**src/rtl/pixel_io_pkg.sv**
```systemverilog
// Shared frame geometry defaults, FSM encoding and small helpers for the
// pixel stream endpoint.
package pixel_io_pkg;

  localparam int IMG_W_DEFAULT = 256;
  localparam int IMG_H_DEFAULT = 256;
  localparam int NPIX_DEFAULT  = IMG_W_DEFAULT * IMG_H_DEFAULT;
  localparam int DW_DEFAULT    = 9;
  localparam int AW_DEFAULT    = 16;

  typedef enum logic [2:0] {
    IDLE      = 3'd0,
    LOAD      = 3'd1,
    WAIT_PROC = 3'd2,
    UNLOAD    = 3'd3,
    DRAIN     = 3'd4
  } state_t;

  // Input pixels are only legal while the endpoint is collecting a frame.
  function automatic logic in_forbidden(input state_t s);
    case (s)
      WAIT_PROC, UNLOAD, DRAIN: in_forbidden = 1'b1;
      default:                  in_forbidden = 1'b0;
    endcase
  endfunction

  // Frame ingest may start or continue only in these states.
  function automatic logic in_accepting(input state_t s);
    case (s)
      IDLE, LOAD: in_accepting = 1'b1;
      default:    in_accepting = 1'b0;
    endcase
  endfunction

endpackage

```
**src/rtl/pixel_stream_io_raster_counter.sv**
```systemverilog
// Raster address counter: counts 0..NPIX-1 on enable and wraps back to 0.
module raster_counter #(
  parameter int AW   = 16,
  parameter int NPIX = 65536
) (
  input  logic          clk,
  input  logic          rst,
  input  logic          enable,
  input  logic          clear,
  output logic [AW-1:0] count,
  output logic          last
);

  localparam logic [AW-1:0] LAST_VAL = AW'(NPIX - 1);

  logic [AW-1:0] count_r;

  assign count = count_r;
  assign last  = (count_r == LAST_VAL);

  // Count register; clear has priority, wrap after the final raster address.
  always_ff @(posedge clk or negedge rst) begin
    if (!rst) begin
      count_r <= {AW{1'b0}};
    end else if (clear) begin
      count_r <= {AW{1'b0}};
    end else if (enable) begin
      if (last) begin
        count_r <= {AW{1'b0}};
      end else begin
        count_r <= count_r + AW'(1);
      end
    end
  end

endmodule

```
**src/rtl/pixel_stream_io.sv**
```systemverilog
// Frame-level stream endpoint: ingests one raster frame into the frame RAM and,
// once the filter core is done, streams the result RAM out as NPIX samples.
module pixel_stream_io
  import pixel_io_pkg::*;
#(
  parameter int IMG_W = IMG_W_DEFAULT,
  parameter int IMG_H = IMG_H_DEFAULT,
  parameter int DW    = DW_DEFAULT,
  parameter int AW    = AW_DEFAULT
) (
  input  logic                 clk,
  input  logic                 rst,
  input  logic                 in_valid,
  input  logic signed [DW-1:0] in_data,
  output logic        [AW-1:0] in_addr,
  output logic                 wr_en,
  output logic signed [DW-1:0] wr_data,
  output logic                 frame_in_done,
  input  logic                 proc_done,
  output logic                 rd_en,
  input  logic signed [DW-1:0] rd_data,
  output logic                 out_valid,
  output logic        [AW-1:0] out_addr,
  output logic signed [DW-1:0] out_data,
  output logic                 protocol_err
);

  localparam int NPIX = IMG_W * IMG_H;

  state_t state_r;
  state_t state_s;

  logic [AW-1:0] wcnt_s;
  logic          wlast_s;
  logic [AW-1:0] rcnt_s;
  logic          rlast_s;

  logic          accept_s;
  logic          illegal_s;

  logic [AW-1:0] in_addr_r;
  logic          wr_en_r;
  logic [DW-1:0] wr_data_r;
  logic          frame_done_r;
  logic          rd_en_r;
  logic          rd_pend_r;
  logic [AW-1:0] rd_addr_pend_r;
  logic          out_valid_r;
  logic [AW-1:0] out_addr_r;
  logic [DW-1:0] out_data_r;
  logic          err_r;

  assign accept_s  = in_valid & in_accepting(state_r);
  assign illegal_s = in_valid & in_forbidden(state_r);

  // wcnt is already 0 while unloading; the clear only guards against upsets.
  raster_counter #(
    .AW   (AW),
    .NPIX (NPIX)
  ) u_wr_cnt (
    .clk    (clk),
    .rst    (rst),
    .enable (accept_s),
    .clear  (state_r == UNLOAD),
    .count  (wcnt_s),
    .last   (wlast_s)
  );

  raster_counter #(
    .AW   (AW),
    .NPIX (NPIX)
  ) u_rd_cnt (
    .clk    (clk),
    .rst    (rst),
    .enable (rd_en_r),
    .clear  (state_r == IDLE),
    .count  (rcnt_s),
    .last   (rlast_s)
  );

  // State register.
  always_ff @(posedge clk or negedge rst) begin
    if (!rst) begin
      state_r <= IDLE;
    end else begin
      state_r <= state_s;
    end
  end

  // Next-state logic; DRAIN holds until the last in-flight read has landed.
  always_comb begin
    state_s = state_r;
    case (state_r)
      IDLE: begin
        if (in_valid) begin
          state_s = wlast_s ? WAIT_PROC : LOAD;
        end else begin
          state_s = IDLE;
        end
      end
      LOAD: begin
        if (in_valid && wlast_s) begin
          state_s = WAIT_PROC;
        end else begin
          state_s = LOAD;
        end
      end
      WAIT_PROC: begin
        if (proc_done) begin
          state_s = UNLOAD;
        end else begin
          state_s = WAIT_PROC;
        end
      end
      UNLOAD: begin
        if (rlast_s) begin
          state_s = DRAIN;
        end else begin
          state_s = UNLOAD;
        end
      end
      DRAIN: begin
        if (rd_pend_r) begin
          state_s = DRAIN;
        end else begin
          state_s = IDLE;
        end
      end
      default: state_s = IDLE;
    endcase
  end

  // Ingest-side registers: write strobe, address and data share one stage.
  always_ff @(posedge clk or negedge rst) begin
    if (!rst) begin
      wr_en_r      <= 1'b0;
      in_addr_r    <= {AW{1'b0}};
      wr_data_r    <= {DW{1'b0}};
      frame_done_r <= 1'b0;
    end else begin
      wr_en_r      <= accept_s;
      frame_done_r <= accept_s & wlast_s;
      if (accept_s) begin
        in_addr_r <= wcnt_s;
        wr_data_r <= in_data;
      end
    end
  end

  // Egress pipeline: rd_en -> RAM (1 cycle) -> output register.
  always_ff @(posedge clk or negedge rst) begin
    if (!rst) begin
      rd_en_r        <= 1'b0;
      rd_pend_r      <= 1'b0;
      rd_addr_pend_r <= {AW{1'b0}};
      out_valid_r    <= 1'b0;
      out_addr_r     <= {AW{1'b0}};
      out_data_r     <= {DW{1'b0}};
    end else begin
      rd_en_r     <= (state_s == UNLOAD);
      rd_pend_r   <= rd_en_r;
      out_valid_r <= rd_pend_r;
      if (rd_en_r) begin
        rd_addr_pend_r <= rcnt_s;
      end
      if (rd_pend_r) begin
        out_addr_r <= rd_addr_pend_r;
        out_data_r <= rd_data;
      end
    end
  end

  // Sticky protocol error, cleared only by reset.
  always_ff @(posedge clk or negedge rst) begin
    if (!rst) begin
      err_r <= 1'b0;
    end else begin
      err_r <= err_r | illegal_s;
    end
  end

  assign in_addr       = in_addr_r;
  assign wr_en         = wr_en_r;
  assign wr_data       = wr_data_r;
  assign frame_in_done = frame_done_r;
  assign rd_en         = rd_en_r;
  assign out_valid     = out_valid_r;
  assign out_addr      = out_addr_r;
  assign out_data      = out_data_r;
  assign protocol_err  = err_r;

endmodule

```
**config.mk**
```make
export PLATFORM = sky130hd
export DESIGN_NAME = pixel_stream_io
export DESIGN_NICKNAME = d
export VERILOG_FILES = /design/src/rtl/pixel_io_pkg.sv /design/src/rtl/pixel_stream_io_raster_counter.sv /design/src/rtl/pixel_stream_io.sv
export SDC_FILE = /design/constraint.sdc
export NUM_CORES = 1
export LEC_CHECK = 0
export CELL_PAD_IN_SITES_DETAIL_PLACEMENT = 0
export CELL_PAD_IN_SITES_GLOBAL_PLACEMENT = 1
export CORE_ASPECT_RATIO = 1.1
export CORE_UTILIZATION = 45
export CTS_CLUSTER_SIZE = 20
export DETAILED_ROUTE_END_ITERATION = 10
export GPL_TIMING_DRIVEN = 0
export PLACE_DENSITY_LB_ADDON = 0.1
export SYNTH_ARGS = -nofsm -noshare
export SYNTH_HDL_FRONTEND = slang
export SYNTH_SLANG_ARGS = --single-unit
```
**constraint.sdc**
```tcl
create_clock -name clk -period 2.9 [get_ports clk]
set_clock_uncertainty 0.05 [all_clocks]
set_input_delay 0.725 -clock clk [delete_from_list [all_inputs] [get_ports clk]]
set_output_delay 0.725 -clock clk [all_outputs]
set_load 0.005 [all_outputs]
```
# Yosys cells after proc, flatten, opt, wreduce, memory -nomap -nowiden
# Index checks and enable logic that the tools add are counted.
totals:
  wordCells: 48
  output_inout_bits: 55
  register_bits: 107
  input_bits: 22
classes:
  n_mux: 15
  reduce_logical: 6
  addsub: 2
  eq_ne: 7
  n_bitwise: 4
op_table:
  columns: ["op", "count"]
  rows:
  - ["2-to-1 mux 16 bit", 6]
  - ["adder 16 x 1 -> 16 bit (second input constant)", 2]
  - ["== test 16 bit (second input constant)", 2]
  - ["case mux 3 bit (5 select lines)", 1]
  - ["== test 3 x 2 -> 1 bit (second input constant)", 3]
  - ["2-to-1 mux 2 bit", 3]
  - ["2-to-1 mux 3 bit", 2]
  - ["nonzero test 2 bit", 2]
  - ["bitwise AND 1 bit", 3]
  - ["== test 3 x 1 -> 1 bit (second input constant)", 1]
  - ["== test 3 bit (second input constant)", 1]
  - ["zero test 3 bit", 1]
  - ["2-to-1 mux 1 bit", 3]
  - ["OR reduction 3 bit", 1]
  - ["OR reduction 2 bit", 1]
  - ["logical AND 1 bit", 1]
  - ["bitwise OR 1 bit", 1]

# Depth between registers and ports, before layout
# Gate-level depths: netlist of run 1.
depth:
  ltp_word: 6
  mapped_depth: 7
  depth_no_buf: 5

# Cells and area by module
# From an unflattened synthesis of run 1, not the netlist that was laid out.
hier_totals:
  cells_unflattened: 349
  area_unflattened_um2: 4516.8
by_module_without_submodules:
  columns: ["mod", "area_per_inst_um2", "cells_each", "seq_area_each_um2", "n_inst"]
  rows:
  - ["pixel_stream_io", 2830.2, 173, 1876.8, 1]
  - ["raster_counter", 843.3, 88, 400.4, 2]

# Worst setup path after synthesis of run 1
# Ideal clock, no wire load.
synth_timing:
  path_type: "in2reg"
  start: "in in_valid"
  end: "reg u_wr_cnt.count_r[11] (netlist: u_wr_cnt.count[11])"
  path_buffers: 1
  path_slack_ps: 928
  arrival_time_ps: 1823
  setup_ps: 99
  path_stages: 5
  t_required_ps: 2751
  cell_sequence: "or3b_1 -> buf_2 -> a21oi_1 -> a41oi_1 -> a311oi_1"
synth_via:
  elab_chain_len: 2
synth_lines:
  columns: ["item", "line_no", "source"]
  rows:
  - ["start, declared", "pixel_stream_io.sv:13", "input logic in_valid,"]
  - ["bitwise AND 1 bit", "pixel_stream_io.sv:53", "assign accept_s = in_valid & in_accepting(state_r);"]
  - ["nonzero test 2 bit (no source line)", null, null]
  - ["end signal, assigned", "pixel_stream_io_raster_counter.sv:26", "count_r <= {AW{1'b0}};"]
  - ["end signal, assigned", "pixel_stream_io_raster_counter.sv:29", "count_r <= {AW{1'b0}};"]
  - ["end signal, assigned", "pixel_stream_io_raster_counter.sv:31", "count_r <= count_r + AW'(1);"]
  - ["end, declared", "pixel_stream_io_raster_counter.sv:16", "logic [AW-1:0] count_r;"]
# Every way passes these cells.
# A chain may end at the register's enable or synchronous reset.

# Worst setup path after layout of run 1
layout_timing:
  start: "in in_valid"
  end: "reg u_wr_cnt.count_r[4] (netlist: u_wr_cnt.count[4])"
# The elaborated chain is that of the path after synthesis.

==> results of run 1 <==
registers in the layout (all words and copies together), names as in the netlist:
register        flops
rd_pend_r           1
u_wr_cnt.count     16
out_valid           1
out_data            9
in_addr            16
out_addr           16
u_rd_cnt.count     16
wr_data             9
wr_en               1
rd_en               1
rd_addr_pend_r     16
state_r             3
frame_in_done       1
protocol_err        1
cell families after synthesis:
kind of cell | Yosys count | synth area share, %
AND/OR/NAND/NOR | 175 | 18.49
flip-flops | 107 | 57.93
AO/OA/AOI/OAI | 51 | 7.959
multiplexers | 40 | 9.745
buffers and inverters | 29 | 2.490
XOR/XNOR | 15 | 2.843
adder cells (fa/ha/maj) | 2 | 0.5413
area by class of cell:
cell class | instances | area share (%)
Buffer | 24 | 1.678
Clock buffer | 9 | 2.157
Clock inverter | 7 | 1.046
Inverter | 5 | 0.3269
Multi-Input combinational cell | 283 | 31.86
Sequential cell | 107 | 46.63
Tap cell | 120 | 2.615
Timing Repair Buffer | 77 | 13.68
metrics by stage:
| stage | util (%) | instance area [um2] | power [mW] | hold slack (ns) |
|---|---|---|---|---|
| floorplan | - | 4622 | 1.874 | 0.3019 |
| global placement | 55.68 | 5533 | 2.112 | 0.3112 |
| detailed placement | 55.93 | 5558 | 2.131 | 0.3096 |
| CTS | 57.78 | 5742 | 2.997 | 0.3355 |
| global route | 57.78 | 5742 | 3.103 | 0.3549 |
| finish | 57.78 | 5742 | 2.958 | 0.3145 |
power by group through the flow:
stage          logic [mW]  registers, mW  clock network, mW
2_1_floorplan       0.182           1.69                  0
3_3_place_gp        0.413           1.70                  0
3_5_place_dp        0.427           1.70                  0
4_1_cts             0.429           1.68              0.892
5_1_grt             0.466           1.69              0.944
6_report            0.421           1.67              0.864
critical path, cell delays in order:
cell,delay [ns]
clkdlybuf4s50_1,0.51
or3b_1,0.43
buf_2,0.22
buf_1,0.28
o21ai_4,0.32
nor2_1,0.08
final timing paths:
| path | from | to | slack (ns) |
|---|---|---|---|
| worst max-delay path | in_valid | u_wr_cnt.count[4]$_DFFE_PN0P_ | 0.53 |
| worst min-delay path | rst | out_addr[8]$_DFFE_PN0P_ | 0.31 |
| worst max register to register | u_wr_cnt.count[0]$_DFFE_PN0P_ | u_wr_cnt.count[4]$_DFFE_PN0P_ | 0.71 |
| worst min register to register | rd_pend_r$_DFF_PN0_ | out_valid$_DFF_PN0_ | 0.33 |
| max in group asynchronous | rst | u_wr_cnt.count[5]$_DFFE_PN0P_ | 1.79 |
| min in group clk | rd_pend_r$_DFF_PN0_ | out_valid$_DFF_PN0_ | 0.33 |
layer usage:
layer	GRT usage, %	wire length, um	vias up
met5	0	0	-
met2	36.27	5099	70
met1	24.04	4172	1690
li1	-	-	1644
met3	3.232	286	16
met4	7.889	155	0
layout by cell type (no fill, tap or decap), types with 3 or more instances in the layout:
cell type,count
nor3_1,9
nor2_1,21
or3b_1,3
nand2b_1,8
nand4_1,13
a211oi_1,3
a41oi_1,3
mux2_2,40
buf_1,5
clkbuf_1,14
a311oi_1,3
clkdlybuf4s50_1,75
a21oi_1,5
and3_1,3
a31oi_1,5
and4_1,4
nand2_1,87
buf_2,5
dfrtp_1,107
o21ai_0,11
o211ai_1,7
xor2_1,7
nor4_1,3
clkbuf_8,9
inv_1,4
nand3_1,8
xnor2_1,8
==> summary.md, run 1 <==
| Metric | Value |
|---|---|
| FF+latch count, synth | roughly 110 |
| Placed Instances | just over 600 |
| RSZ-0062 raised after global routing | false |
| Mapped cell area | 4622 um2 |
| Clk buf depth | 2 |
| Comb power frac | 14.2% |
| Syn_nets | between 400 and 500 |
| PwrDens | approximately 520 nW/um2 |
| # hold bufs at CTS | 0 |
| Peak supply drop | between 0.0002 and 0.00025 V |
| Number of antenna-violating nets in the routed design | 0 |
| Via-to-Cell Ratio | about 5.4 |
| Number of synthesized flops with an enable pin | 0 |
| P_leak | ~2.5 nW |
| Critical Path End Type | flip-flop |
| Die Y | between 100 and 150 um |
| Yosys top cell by area | dfrtp_1 |
| Post-synth top area share | about 58% |
| Routed vias | approximately 3,400 |
| Startpoint Class | input port |
| Clock Tree Root | clkbuf_8 |
| Min Tclk post-route | roughly 2.4 ns |
| Multi-input logic area | roughly 1800 um2 |
| Main flop type after synthesis | dfrtp_1 |
| Internal cell power | approximately 2.2 mW |
| Initial antenna violation count | 0 |
| Htree depth | 3 |
| Layout Nets | ~530 |
| Drt pass-1 iters | 4 |
| Sequential Power Share | between 50 and 60% |
| Synth top cells by count | dfrtp_1, nand2_1, mux2_2 |
| Share of cells above drive strength 1 | between 10 and 15% |
| Critical path fanouts, max | 10 |
| CTS sink count | around 110 |
| FILL cells | 875 |
| Total Die Area | 10,680 um2 |
| Ys Warns | 0 |
| Slack of the critical path | ~0.53 ns |
| Vias in the first global route | around 3,500 |
| Input/output buffers | 76 |
| Period utilisation layout | between 80% and 90% |
| # DRC | 0 |
| Storage element area | between 2000 and 3000 um2 |
| Hold Vio Cnt, Final | 0 |
| Antenna Cells | 0 |
| Finished Layout Cells | 632 |
| Setup TNS | 0 ns |
| Post-CTS setup buffers | 0 |
| TritonCTS buffer count | 9 |
| Wirelength per Cell | roughly 15 um |
| Synth Area per Inst | about 11 um2 |
| Initial Util | 46.51% |
| First-pass GRT wire length | roughly 17,000 um |
| Final-report setup violation count | 0 |
| Outcome | completed |
| Rows | 38 |
| GRT Util Overall | 20.05% |
| Clock slew at reported path FFs | about 0.10 ns |
| Max-slew violations | 0 |
| Post-CTS sizing | 0 |
| Clock power share | ~29% |
| Critical path arrival | 2.56 ns |
| Skew-Pair Late Insertion Delay | about 0.37 ns |
| Grt ovf | 0 |
| Most numerous cell in the Yosys netlist | dfrtp_1 |
| Peak Freq | ~420 MHz |
| CTS tree | built |
| Cell count after synthesis | 419 |
| Worst hold path type | input port to asynchronous set/reset pin |
| DRT Wirelength | between 9000 and 10,000 um |
| Worst EP required | around 3.1 ns |
| Horiz. Die Dim | a little under 100 um |
| Net load switching power | 0.7972 mW |
| Pin count of the biggest net entering global routing | 60 |
| Area Growth Syn to Fin | 24.23% |
| Slew Limit Headroom | 29.21% |
| Count of cell types in the netlist | between 50 and 60 |
| Share of flip-flops with an asynchronous set or reset | 100.0% |
| Pre-CTS setup slack | 0.1516 ns |
| Final GP Congestion | around 0.8 |
| Initial DRC count | roughly 130 |
| Number of max-cap violations | 0 |
| Top cells by area, synth | dfrtp_1, mux2_2, nand2_1 |
| WS Path Type | input port to flip-flop |
| Seq/Total Area, Yosys | 57.93% |
| Slew @ Worst Pin | approximately 1.1 ns |
| DP HPWL | around 6900 um |
| Cell count of the worst reg-to-reg path | 6 |
| IO Count | between 70 and 80 |
| Sw Ratio | between 20% and 30% |
| CORE AREA | 9937 um2 |
Power figures use the tool's default switching activity.
==> run 2: changes to the inputs <==
Settings changed: CORE_UTILIZATION 45 to 42.
Clock period 2.9 ns to 2.2 ns, I/O delays scaled along.
==> summary.md, run 2 (synthesis gave the netlist of run 1 again) <==
| Metric | Value |
|---|---|
| Crit-path cells | clkdlybuf4s50_1 -> or3b_4 -> buf_2 -> clkbuf_4 -> o21ai_4 -> nor2_1 |
| Slack of the critical path | 0.1097 ns (-0.4209 ns) |
| P_leak | 2.609 nW (+2.8%) |
| Slew @ Worst Pin | 0.7345 ns (-0.3193 ns) |
| Initial DRC count | 90 (-28%) |
| RSZ-0062 raised after global routing | false |
| Max-slew violations | 0 (unchanged) |
| Critical path fanouts, max | 10 (unchanged) |
| IO Count | 77 (unchanged) |
| Worst EP required | 2.37 ns (-0.72 ns) |
| Peak Freq | between 400 and 500 MHz |
| WS Path Type | input port to flip-flop |
| Crit-path slowest cell | clkdlybuf4s50_1 |
| Horiz. Die Dim | 102.0 um (+3.4%) |
| Number of max-cap violations | 0 (unchanged) |
| Min Tclk post-route | roughly 2.1 ns |
| Slew Limit Headroom | 51.03% (+22 points) |
| Net load switching power | 1.025 mW (+29%) |
| Pre-CTS setup slack | -0.3739 ns (-0.5255 ns) |
| DRT Wirelength | 9787 um (+0.76%) |
| Comb power frac | 12.8% (-1.4 points) |
| Area of placed instances | 5587 um2 (+0.52%) |
| Input/output buffers | 76 (unchanged) |
| Post-route cell area | 5934 um2 (+3.4%) |
| Total Power | 4.391 mW (+48%) |
| Layout Nets | 533 (+0.38%) |
| Sequential Power Share | 50.2% (-6.3 points) |
| Rows | 39 (+2.6%) |
| Vias in the first global route | 3,471 (-0.086%) |
| Die Y | 112.0 um (+3.4%) |
| Initial antenna violation count | 0 (unchanged) |
| First-pass GRT wire length | 16,540 um (-1.7%) |
| End-of-flow core utilization | 56.30% (-1.5 points) |
| CORE AREA | 10,540 um2 (+6.1%) |
| Outcome | completed |
| CP peak stage delay | 0.52 ns (about the same) |
| CTS tree | built |
| Final-report setup violation count | 0 (unchanged) |
| Critical path arrival | 2.26 ns (-0.30 ns) |
| Drt pass-1 iters | 4 (unchanged) |
| PwrDens | 739.9 nW/um2 (+44%) |
| Wirelength per Cell | 14.90 um (-3.1%) |
| DP HPWL | 6875 um (+0.34%) |
| Internal cell power | 3.366 mW (+56%) |
| Share of cells above drive strength 1 | 15.56% (+1.7 points) |
| GRT Util Overall | 18.70% (-1.4 points) |
| Number of antenna-violating nets in the routed design | 0 (unchanged) |
| Via-to-Cell Ratio | 5.166 (-4.5%) |
| Total Die Area | 11,430 um2 (+7.0%) |
| Skew-Pair Late Insertion Delay | 0.34 ns (-0.03 ns) |
| Period utilisation layout | 95.01% |
| Initial Util | 43.85% (-2.7 points) |
| Worst hold path type | input port to asynchronous set/reset pin |
| Hold Vio Cnt, Final | 0 (unchanged) |
| Clock power share | 37.0% (+7.8 points) |
| Clk buf depth | 2 (unchanged) |
| Critical Path End Type | flip-flop |
| Htree depth | 3 (unchanged) |
| Sw Ratio | 23.34% (-3.6 points) |
| Clock slew at reported path FFs | 0.07 ns (-0.03 ns) |
| Crit-path leading delay family | buffers and inverters |
| Routed vias | 3,394 (-0.76%) |
| Antenna Cells | 0 (unchanged) |
| Area Growth Syn to Fin | 28.40% |
| Setup TNS | 0 ns (unchanged) |
| Most frequent cells in the layout | dfrtp_1, nand2_1, clkdlybuf4s50_1 |
| Most common cell after layout, fill and taps aside | dfrtp_1 |
| TritonCTS buffer count | 9 (unchanged) |
| Final GP Congestion | 0.7939 (-2.4%) |
| WP buf/inv | 3 (unchanged) |
| Grt ovf | 0 (unchanged) |
| Pin count of the biggest net entering global routing | 60 (unchanged) |
| # DRC | 0 (unchanged) |
| # hold bufs at CTS | 0 (unchanged) |
| Clock Tree Root | clkbuf_16 |
| Startpoint Class | input port |
| Peak supply drop | 0.0003399 V (+41%) |
| CTS sink count | 107 (unchanged) |
## run 2: cell types whose count changed in the layout (fill, tap and decap cells not counted), sizes merged
cell	previous run	this run
clkbuf	23	27
bufinv	0	1
buf	12	13
clkinv	2	3
inv	8	4
clkinvlp	2	1
## run 2: power by group through the flow
stage | registers [mW] | logic, mW | clock network [mW]
final | 2.21 | 0.563 | 1.62
after CTS | 2.21 | 0.566 | 1.67
after floorplan | 2.23 | 0.240 | 0
after detailed placement | 2.24 | 0.561 | 0
after global routing | 2.22 | 0.627 | 1.74
after global placement | 2.24 | 0.548 | 0
## run 2: cell type report
type / count / area (um2)
fill: 961 / 4606
buffer: 24 / 100.1
multi-input combinational: 283 / 1848
sequential: 107 / 2679
clock buffer: 12 / 256.5
clock inverter: 4 / 48.80
inverter: 5 / 22.52
timing repair buffer: 79 / 800.8
tap: 143 / 178.9
## run 2: path summary, 6_finish.rpt
kind,start,endpoint,slack (ns),cells past startpoint
hold / removal,rst,out_addr[12]$_DFFE_PN0P_,0.19,1
setup reg to reg,u_wr_cnt.count[0]$_DFFE_PN0P_,u_wr_cnt.count[2]$_DFFE_PN0P_,0.14,6
setup / recovery,in_valid,u_wr_cnt.count[2]$_DFFE_PN0P_,0.11,6
hold reg to reg,rd_pend_r$_DFF_PN0_,out_valid$_DFF_PN0_,0.33,0
min in group clk,rd_pend_r$_DFF_PN0_,out_valid$_DFF_PN0_,0.33,0
max in group asynchronous,rst,u_wr_cnt.count[9]$_DFFE_PN0P_,1.22,2
## run 2: metrics by stage
stage               cells  hold WS [ns]
CTS                   655        0.2084
detailed placement    639        0.3154
floorplan             419        0.2044
global placement      638        0.3101
global route          657        0.2388
finish                657        0.1851
## run 2: what timing repair did
item                       CTS  global route
pin swaps                    1             2
setup buffers                0             2
resized for setup            3             6
setup endpoints to repair   17            11
## run 2: routing by layer
layer / vias up / wire (um) / part of all wire (%) / track usage (%)
met5: - / 0 / 0 / 0
met4: 0 / 99 / 1.0 / 6.381
met3: 8 / 386 / 3.9 / 4.172
met2: 52 / 5011 / 51 / 31.86
met1: 1681 / 4289 / 44 / 23.21
li1: 1653 / - / - / -
==> run 3: changes to the inputs <==
Settings changed: SLEW_MARGIN set to 20.
==> summary.md, run 3 (synthesis gave the netlist of run 1 again) <==
| Metric | Value |
|---|---|
| Outcome | completed |
| Total Die Area | 11,430 um2 (unchanged) |
| Number of max-cap violations | 0 (unchanged) |
| Period utilisation layout | 94.82% (-0.20 points) |
| Initial antenna violation count | 0 (unchanged) |
| Worst EP required | 2.37 ns (about the same) |
| Critical Path End Type | flip-flop |
| Via-to-Cell Ratio | 5.200 (+0.65%) |
| Net load switching power | 1.027 mW (+0.20%) |
| Internal cell power | 3.245 mW (-3.6%) |
| Most frequent cells in the layout | dfrtp_1, nand2_1, clkdlybuf4s50_1 |
| Share of cells above drive strength 1 | 15.40% (-0.16 points) |
| Final-report setup violation count | 0 (unchanged) |
| Total Power | 4.272 mW (-2.7%) |
| Max-slew violations | 0 (unchanged) |
| Startpoint Class | input port |
| CORE AREA | 10,540 um2 (unchanged) |
| First-pass GRT wire length | 16,670 um (+0.79%) |
| Critical path arrival | 2.25 ns (about the same) |
| Most common cell after layout, fill and taps aside | dfrtp_1 |
| Vias in the first global route | 3,486 (+0.43%) |
| Area of placed instances | 5590 um2 (about the same) |
| PwrDens | 722.7 nW/um2 (-2.3%) |
| Critical path fanouts, max | 10 (unchanged) |
| TritonCTS buffer count | 9 (unchanged) |
| CTS sink count | 107 (unchanged) |
| Clk buf depth | 2 (unchanged) |
| Pin count of the biggest net entering global routing | 60 (unchanged) |
| DP HPWL | 6912 um (+0.53%) |
| P_leak | 2.598 nW (-0.40%) |
| Hold Vio Cnt, Final | 0 (unchanged) |
| Routed vias | 3,411 (+0.50%) |
| Initial Util | 43.85% (unchanged) |
| Sequential Power Share | 51.6% (+1.4 points) |
| Grt ovf | 0 (unchanged) |
| Peak Freq | 479.4 MHz (+0.21%) |
| Clock Tree Root | clkbuf_16 |
| Slew Limit Headroom | 50.52% (-0.52 points) |
| Input/output buffers | 76 (unchanged) |
| Initial DRC count | 72 (-20%) |
| Post-route cell area | 5911 um2 (-0.40%) |
| Layout Nets | 533 (unchanged) |
| CTS tree | built |
| Drt pass-1 iters | 4 (unchanged) |
| Hold WS | 0.09320 ns (-0.09186 ns) |
| Die Y | 112.0 um (unchanged) |
| DRT Wirelength | 9842 um (+0.56%) |
| GRT Util Overall | 18.73% (+0.037 points) |
| Wirelength per Cell | 15.00 um (+0.72%) |
| Clock power share | 35.2% (-1.8 points) |
| Slack of the critical path | 0.1140 ns (+0.004310 ns) |
| WS Path Type | input port to flip-flop |
| # DRC | 0 (unchanged) |
| Sw Ratio | 24.03% (+0.70 points) |
| Final GP Congestion | 0.7939 (unchanged) |
| FILL cells | 967 (+0.62%) |
| IO Count | 77 (unchanged) |
| RSZ-0062 raised after global routing | false |
| Htree depth | 3 (unchanged) |
| Number of antenna-violating nets in the routed design | 0 (unchanged) |
| Area Growth Syn to Fin | 27.88% |
| Worst hold path type | input port to asynchronous set/reset pin |
| Horiz. Die Dim | 102.0 um (unchanged) |
| # hold bufs at CTS | 0 (unchanged) |
| Setup TNS | 0 ns (unchanged) |
| Clock slew at reported path FFs | 0.06 ns (about the same) |
| Pre-CTS setup slack | -0.3905 ns (-0.01661 ns) |
| Min Tclk post-route | 2.086 ns (-0.004310 ns) |
| Comb power frac | 13.2% (+0.4 points) |
| Slew @ Worst Pin | 0.7422 ns (+0.007751 ns) |
| Skew-Pair Late Insertion Delay | 0.34 ns (about the same) |
| Rows | 39 (unchanged) |
| Peak supply drop | 0.0003455 V (+1.6%) |
| Antenna Cells | 0 (unchanged) |
run 3: changes by cell type in the layout (fill, tap and decap cells not counted), sizes merged:
cell	previous run	this run
bufinv	1	0
clkinv	3	4
buf	13	12
run 3: through the flow:
step	cells	utilization, %
after detailed placement	639	53.04
after global routing	656	56.08
after global placement	638	52.77
after CTS	654	55.76
after floorplan	419	-
final	656	56.08
run 3: cell type report:
type	instances	area (um2)	share of cell area [%]
Tap cell	143	178.9	3.027
Buffer	24	102.6	1.736
Clock buffer	11	252.7	4.276
Multi-Input combinational cell	283	1848	31.27
Clock inverter	4	26.28	0.4445
Sequential cell	107	2679	45.32
Inverter	5	18.77	0.3175
Timing Repair Buffer	79	804.5	13.61
run 3: layer usage:
layer | vias to the layer above | part of all wire (%) | track usage, %
met4 | 0 | 1.0 | 6.095
met3 | 8 | 4.2 | 4.483
met2 | 53 | 51 | 31.81
li1 | 1643 | - | -
met1 | 1707 | 44 | 23.28
met5 | - | 0 | 0
run 3: final timing paths:
path                                                from                            end  slack (ns)  cells after the start
max                                             in_valid  u_wr_cnt.count[6]$_DFFE_PN0P_        0.11                      6
min                                                  rst       out_addr[12]$_DFFE_PN0P_        0.09                      1
max reg2reg                u_wr_cnt.count[0]$_DFFE_PN0P_  u_wr_cnt.count[6]$_DFFE_PN0P_        0.13                      6
min reg2reg                          rd_pend_r$_DFF_PN0_            out_valid$_DFF_PN0_        0.33                      0
max in group asynchronous                            rst  u_wr_cnt.count[9]$_DFFE_PN0P_        1.37                      2
min in group clk                     rd_pend_r$_DFF_PN0_            out_valid$_DFF_PN0_        0.33                      0
run 3: worst max-delay path: stages:
cell             delay, ns
clkdlybuf4s50_1       0.52
or3b_4                0.41
clkbuf_4              0.20
clkbuf_4              0.22
o21ai_4               0.26
nor2_1                0.08
run 3: power by group through the flow:
| stage | registers (mW) | clock network [mW] | logic (mW) |
|---|---|---|---|
| CTS | 2.21 | 1.55 | 0.568 |
| floorplan | 2.23 | 0 | 0.240 |
| global route | 2.22 | 1.62 | 0.628 |
| finish | 2.20 | 1.50 | 0.565 |
| detailed placement | 2.24 | 0 | 0.564 |
| global placement | 2.24 | 0 | 0.548 |
run 3: what timing repair did:
action	in CTS	in global routing
setup endpoints to repair	12	11
resized for setup	3	6
setup buffers	0	2
pin swaps	1	2
==> RTL edit 1: new RTL, config.mk and constraints of run 1 <==
Register the inputs `in_valid`, `in_data`, `proc_done` and `rd_data` before use, cleared by the reset. The logic sees them one clock later.
--- a/src/rtl/pixel_stream_io.sv
+++ b/src/rtl/pixel_stream_io.sv
@@ -27,6 +27,25 @@
 
   localparam int NPIX = IMG_W * IMG_H;
 
+  logic in_valid_q;
+  logic signed [DW-1:0] in_data_q;
+  logic proc_done_q;
+  logic signed [DW-1:0] rd_data_q;
+
+  always_ff @(posedge clk or negedge rst) begin
+    if (!rst) begin
+      in_valid_q  <= '0;
+      in_data_q   <= '0;
+      proc_done_q <= '0;
+      rd_data_q   <= '0;
+    end else begin
+      in_valid_q  <= in_valid;
+      in_data_q   <= in_data;
+      proc_done_q <= proc_done;
+      rd_data_q   <= rd_data;
+    end
+  end
+
   state_t state_r;
   state_t state_s;
 
@@ -50,8 +69,8 @@
   logic [DW-1:0] out_data_r;
   logic          err_r;
 
-  assign accept_s  = in_valid & in_accepting(state_r);
-  assign illegal_s = in_valid & in_forbidden(state_r);
+  assign accept_s  = in_valid_q & in_accepting(state_r);
+  assign illegal_s = in_valid_q & in_forbidden(state_r);
 
   // wcnt is already 0 while unloading; the clear only guards against upsets.
   raster_counter #(
@@ -92,21 +111,21 @@
     state_s = state_r;
     case (state_r)
       IDLE: begin
-        if (in_valid) begin
+        if (in_valid_q) begin
           state_s = wlast_s ? WAIT_PROC : LOAD;
         end else begin
           state_s = IDLE;
         end
       end
       LOAD: begin
-        if (in_valid && wlast_s) begin
+        if (in_valid_q && wlast_s) begin
           state_s = WAIT_PROC;
         end else begin
           state_s = LOAD;
         end
       end
       WAIT_PROC: begin
-        if (proc_done) begin
+        if (proc_done_q) begin
           state_s = UNLOAD;
         end else begin
           state_s = WAIT_PROC;
@@ -142,7 +161,7 @@
       frame_done_r <= accept_s & wlast_s;
       if (accept_s) begin
         in_addr_r <= wcnt_s;
-        wr_data_r <= in_data;
+        wr_data_r <= in_data_q;
       end
     end
   end
@@ -165,7 +184,7 @@
       end
       if (rd_pend_r) begin
         out_addr_r <= rd_addr_pend_r;
-        out_data_r <= rd_data;
+        out_data_r <= rd_data_q;
       end
     end
   end
Function: changed (a bounded check fails within 4 cycles, from zero or initial values and one cycle with rst low).
==> RTL edit 1 against run 1 <==
Non-clock buffer count shrank 1. Synthesized cell count up 7.2%. Wire length is 12% higher. Sequential cell count up 20. Cell area rose by 16%. Synthesized area rose by 11%. Sequential share of layout area increased by 1.0 points. Worst setup slack improved by 0.18 ns. Final cell count grew 11%. Critical path type is now reg -> reg. Power up 42%.
==> RTL edit 1: results (changes against run 1) <==
status=finished, final reports clean (unchanged); layout cell share with drive strength beyond 1=0.1490 (was 0.1387); Total Routing Usage GR=0.2048 (was 0.2005); vias=3724 (was 3420); post-synthesis mux area share=0.09215 (was 0.09746); first-pass GRT wire length=18.50 mm (was 16.83 mm); root buffer cell=clkbuf_16 (was clkbuf_8); Synth area leaders=dfrtp_1 (62%), mux2_2 (8.8%), nand2_1 (7.0%) (was dfrtp_1 (58%), mux2_2 (9.7%), nand2_1 (7.1%)); post-synthesis adder-cell area fraction=0.004889 (was 0.005414); DP HPWL=7.271 mm (was 6.852 mm); cts hold-fix bufs=0 (unchanged); Num CTS Buffers=17 (was 9); Synth Area in XOR/XNOR=0.01027 (was 0.02842); post-synthesis sequential area ratio=0.6209 (was 0.5793); largest net degree at the start of global routing=94 (was 60); Area after DPL=6092 um^2 (was 5558 um^2); Pleak=3.026 nW (was 2.539 nW); Worst Tran Pin Value=0.8282 ns (was 1.054 ns); Worst R2R End=in_addr[12] (was u_wr_cnt.count[4]); max-cap viol count=0 (unchanged); CP arrival=2.50 ns (was 2.56 ns); R2R cell count=7 (was 6); top cell type's share of synthesized area=0.6209 (was 0.5793); WL per Instance=15.44 um (was 15.37 um); startpoint types=flip-flop (was input pin); Ys Warns=0 (unchanged); crit end category=flip-flop (unchanged); RD Place Congestion=0.8083 (was 0.8136); n_diodes=0 (unchanged); clock-pin slew on the worst setup and hold paths=0.05 ns (was 0.10 ns); r2r startpoint=state_r[2] (was u_wr_cnt.count[0]); Fill cells=935 (was 875); switching power=0.9367 mW (was 0.7972 mW); Port Buffers=76 (unchanged); Iteration-0 DRC Markers=146 (was 125); peak supply drop=0.0003807 V (was 0.0002419 V); Compound-Gate Fraction of Synth Area=0.08458 (was 0.07959); Worst-Skew Late Latency=0.42 ns (was 0.37 ns); Syn Nets=473 (was 443); Yosys cell types=55 (was 51); PostCTS Resize Cnt=0 (unchanged); Final #Nets=569 (was 531); H-tree depth=4 (was 3); Synth top cells by count=dfrtp_1 (127), nand2_1 (95), mux2_2 (40) (was dfrtp_1 (107), nand2_1 (87), mux2_2 (40))
[RTL edit 1: changes by cell type after synthesis, moves of 6 or more]
cell	before	now
nand2_1	87	95
dfrtp_1	107	127
nand2b_1	8	2
o21ai_0	11	3
o21ai_1	0	14
[RTL edit 1: how the worst min path moves through the flow]
stage,startpoint,end,slack (ns),cells past startpoint
final,rst,out_addr[14],0.15,1
after global routing,rst,out_addr[14],0.17,1
after CTS,rst,out_addr[14],0.15,1
after detailed placement,rd_pend_r,out_valid,0.31,0
after global placement,rd_pend_r,out_valid,0.31,0
after floorplan,rd_pend_r,out_valid,0.30,0
[RTL edit 1: worst max-delay path: stages, from the launching register on]
cell	delay, ns
dfrtp_1	0.32
clkbuf_1	0.27
or3b_1	0.17
clkbuf_1	0.27
buf_2	0.31
buf_1	0.52
nand2_1	0.13
nand2_1	0.08
[RTL edit 1: area by class of cell]
class	count	area (um^2)	area share
Clock buffer	21	460.4	0.06908
Timing Repair Buffer	77	789.5	0.1185
Buffer	23	97.59	0.01464
Multi-Input combinational cell	289	1805	0.2709
Inverter	10	37.54	0.005632
Clock inverter	10	112.6	0.01690
Tap cell	147	183.9	0.02760
Sequential cell	127	3178	0.4768
[RTL edit 1: per-layer routing]
layer	global-route usage	wire length [um]
met2	0.3526	5561
met5	0	0
met1	0.2406	4678
met3	0.05200	390
met4	0.1010	238
[RTL edit 1: per-stage QoR]
| stage | worst slack [ns] | instances |
|---|---|---|
| finish | 0.7064 | 704 |
| global route | 0.5127 | 704 |
| CTS | 0.6997 | 704 |
| detailed placement | 0.7412 | 673 |
| global placement | -3.923 | 672 |
| floorplan | 1.038 | 449 |
[RTL edit 1: logic make-up after synthesis]
kind of cell             Yosys count
AND/OR/NAND/NOR                  177
flip-flops                       127
AO/OA/AOI/OAI                     62
multiplexers                      42
buffers and inverters             33
XOR/XNOR                           6
adder cells (fa/ha/maj)            2
[RTL edit 1: power by group through the flow]
stage	sequential, mW	combinational [mW]	clock, mW
after floorplan	1.92	0.0858	0
after global placement	1.92	0.238	0
after detailed placement	1.93	0.248	0
after CTS	1.90	0.248	2.10
after global routing	1.90	0.272	2.17
final	1.90	0.242	2.05
==> RTL edit 2: new RTL, flow settings as in run 1 <==
Without the edit above. Set the package constant `DW_DEFAULT` to 18 (it was 9).
--- a/src/rtl/pixel_io_pkg.sv
+++ b/src/rtl/pixel_io_pkg.sv
@@ -5,7 +5,7 @@
   localparam int IMG_W_DEFAULT = 256;
   localparam int IMG_H_DEFAULT = 256;
   localparam int NPIX_DEFAULT  = IMG_W_DEFAULT * IMG_H_DEFAULT;
-  localparam int DW_DEFAULT    = 9;
+  localparam int DW_DEFAULT    = 18;
   localparam int AW_DEFAULT    = 16;
 
   typedef enum logic [2:0] {
Ports: changed (resized in_data, out_data, rd_data and wr_data); port bits go from 77 to 113. No check against the original RTL was run, so the function may have changed too.
==> RTL edit 2 against run 1 <==
Sequential cell count increased by 18. Fmax decreased by 2.2%. Clock power increased by 120%. Largest cell class unchanged. Cell area increased by 23%. Synthesized area increased by 12%. Worst setup slack got worse by 0.053 ns. Power increased by 50%. Wire length increased by 15%.
==> RTL edit 2: results (changes against run 1) <==
status=finished, final reports clean (unchanged); Yosys cell types=41 (was 51); Worst-Skew Late Latency=0.41 ns (was 0.37 ns); number of global-route vias before repair=3895 (was 3474); post-synthesis sequential area ratio=0.6052 (was 0.5793); multi-input logic area=1928 um^2 (was 1829 um^2); Fill cells=910 (was 875); multi-input gate share of total cell area=0.2735 (was 0.3186); Synth top cells by count=dfrtp_1 (125), nand2_1 (123), mux2_2 (49) (was dfrtp_1 (107), nand2_1 (87), mux2_2 (40)); Total Routing Usage GR=0.2051 (was 0.2005); count of non-filler cells in the finished layout=770 (was 632); largest net degree at the start of global routing=76 (was 60); first-pass GRT wire length=19.04 mm (was 16.83 mm); seq_cells=125 (was 107); Signal buf overhead=0.1748 (was 0.1536); DP Worst Slack=0.04162 ns (was 0.1516 ns); CP arrival=2.72 ns (was 2.56 ns); WL per Instance=14.53 um (was 15.37 um); Largest stage delay, worst path=0.44 ns (was 0.51 ns); DP HPWL=7.793 mm (was 6.852 mm); post-synthesis mux area share=0.1068 (was 0.09746); register area=3128 um^2 (was 2678 um^2); seq pwr=2.04 mW (was 1.67 mW); clk_buf instances=19 (was 9); post-synthesis cell count=478 (was 419); Final #Nets=652 (was 531); Synth area leaders=dfrtp_1 (61%), mux2_2 (11%), nand2_1 (8.9%) (was dfrtp_1 (58%), mux2_2 (9.7%), nand2_1 (7.1%)); Num CTS Buffers=17 (was 9); Synth Area in XOR/XNOR=0.02033 (was 0.02842); layout cell share with drive strength beyond 1=0.1541 (was 0.1387); non-clock inverter count in the final layout=8 (was 5); placed cell count=738 (was 616); Clock buffers and inverters, area share=0.07756 (was 0.03203); H-tree depth=4 (was 3); Clock power frac=0.430 (was 0.292); Syn Nets=520 (was 443); Compound-Gate Fraction of Synth Area=0.05955 (was 0.07959)
-- RTL edit 2: cell count changes in the layout (fill, tap and decap cells not counted), moves of 7 or more --
cell and delta:
clkbuf_16 +17, mux2_2 +9, nand2_1 +36, o21ai_0 +13, clkdlybuf4s50_1 +36, nor2_1 +8
dfrtp_1 +18, clkbuf_8 -7, o211ai_1 -7
-- RTL edit 2: per-layer routing --
layer	track usage	wire length (um)	vias up
met3	0.06716	499	18
met5	0	0	-
li1	-	-	1876
met1	0.2446	4647	1964
met2	0.3453	5876	89
met4	0.08190	161	0
-- RTL edit 2: worst paths after layout --
path                                    from                 to  slack [ns]  cells after the start
min                                      rst        out_addr[9]        0.21                      1
max                                 in_valid         in_addr[0]        0.48                      8
max reg2reg                u_wr_cnt.count[0]  u_wr_cnt.count[1]        0.61                      6
max in group asynchronous                rst         wr_data[2]        1.87                      2
min in group clk                   rd_pend_r          out_valid        0.32                      0
min reg2reg                        rd_pend_r          out_valid        0.32                      0
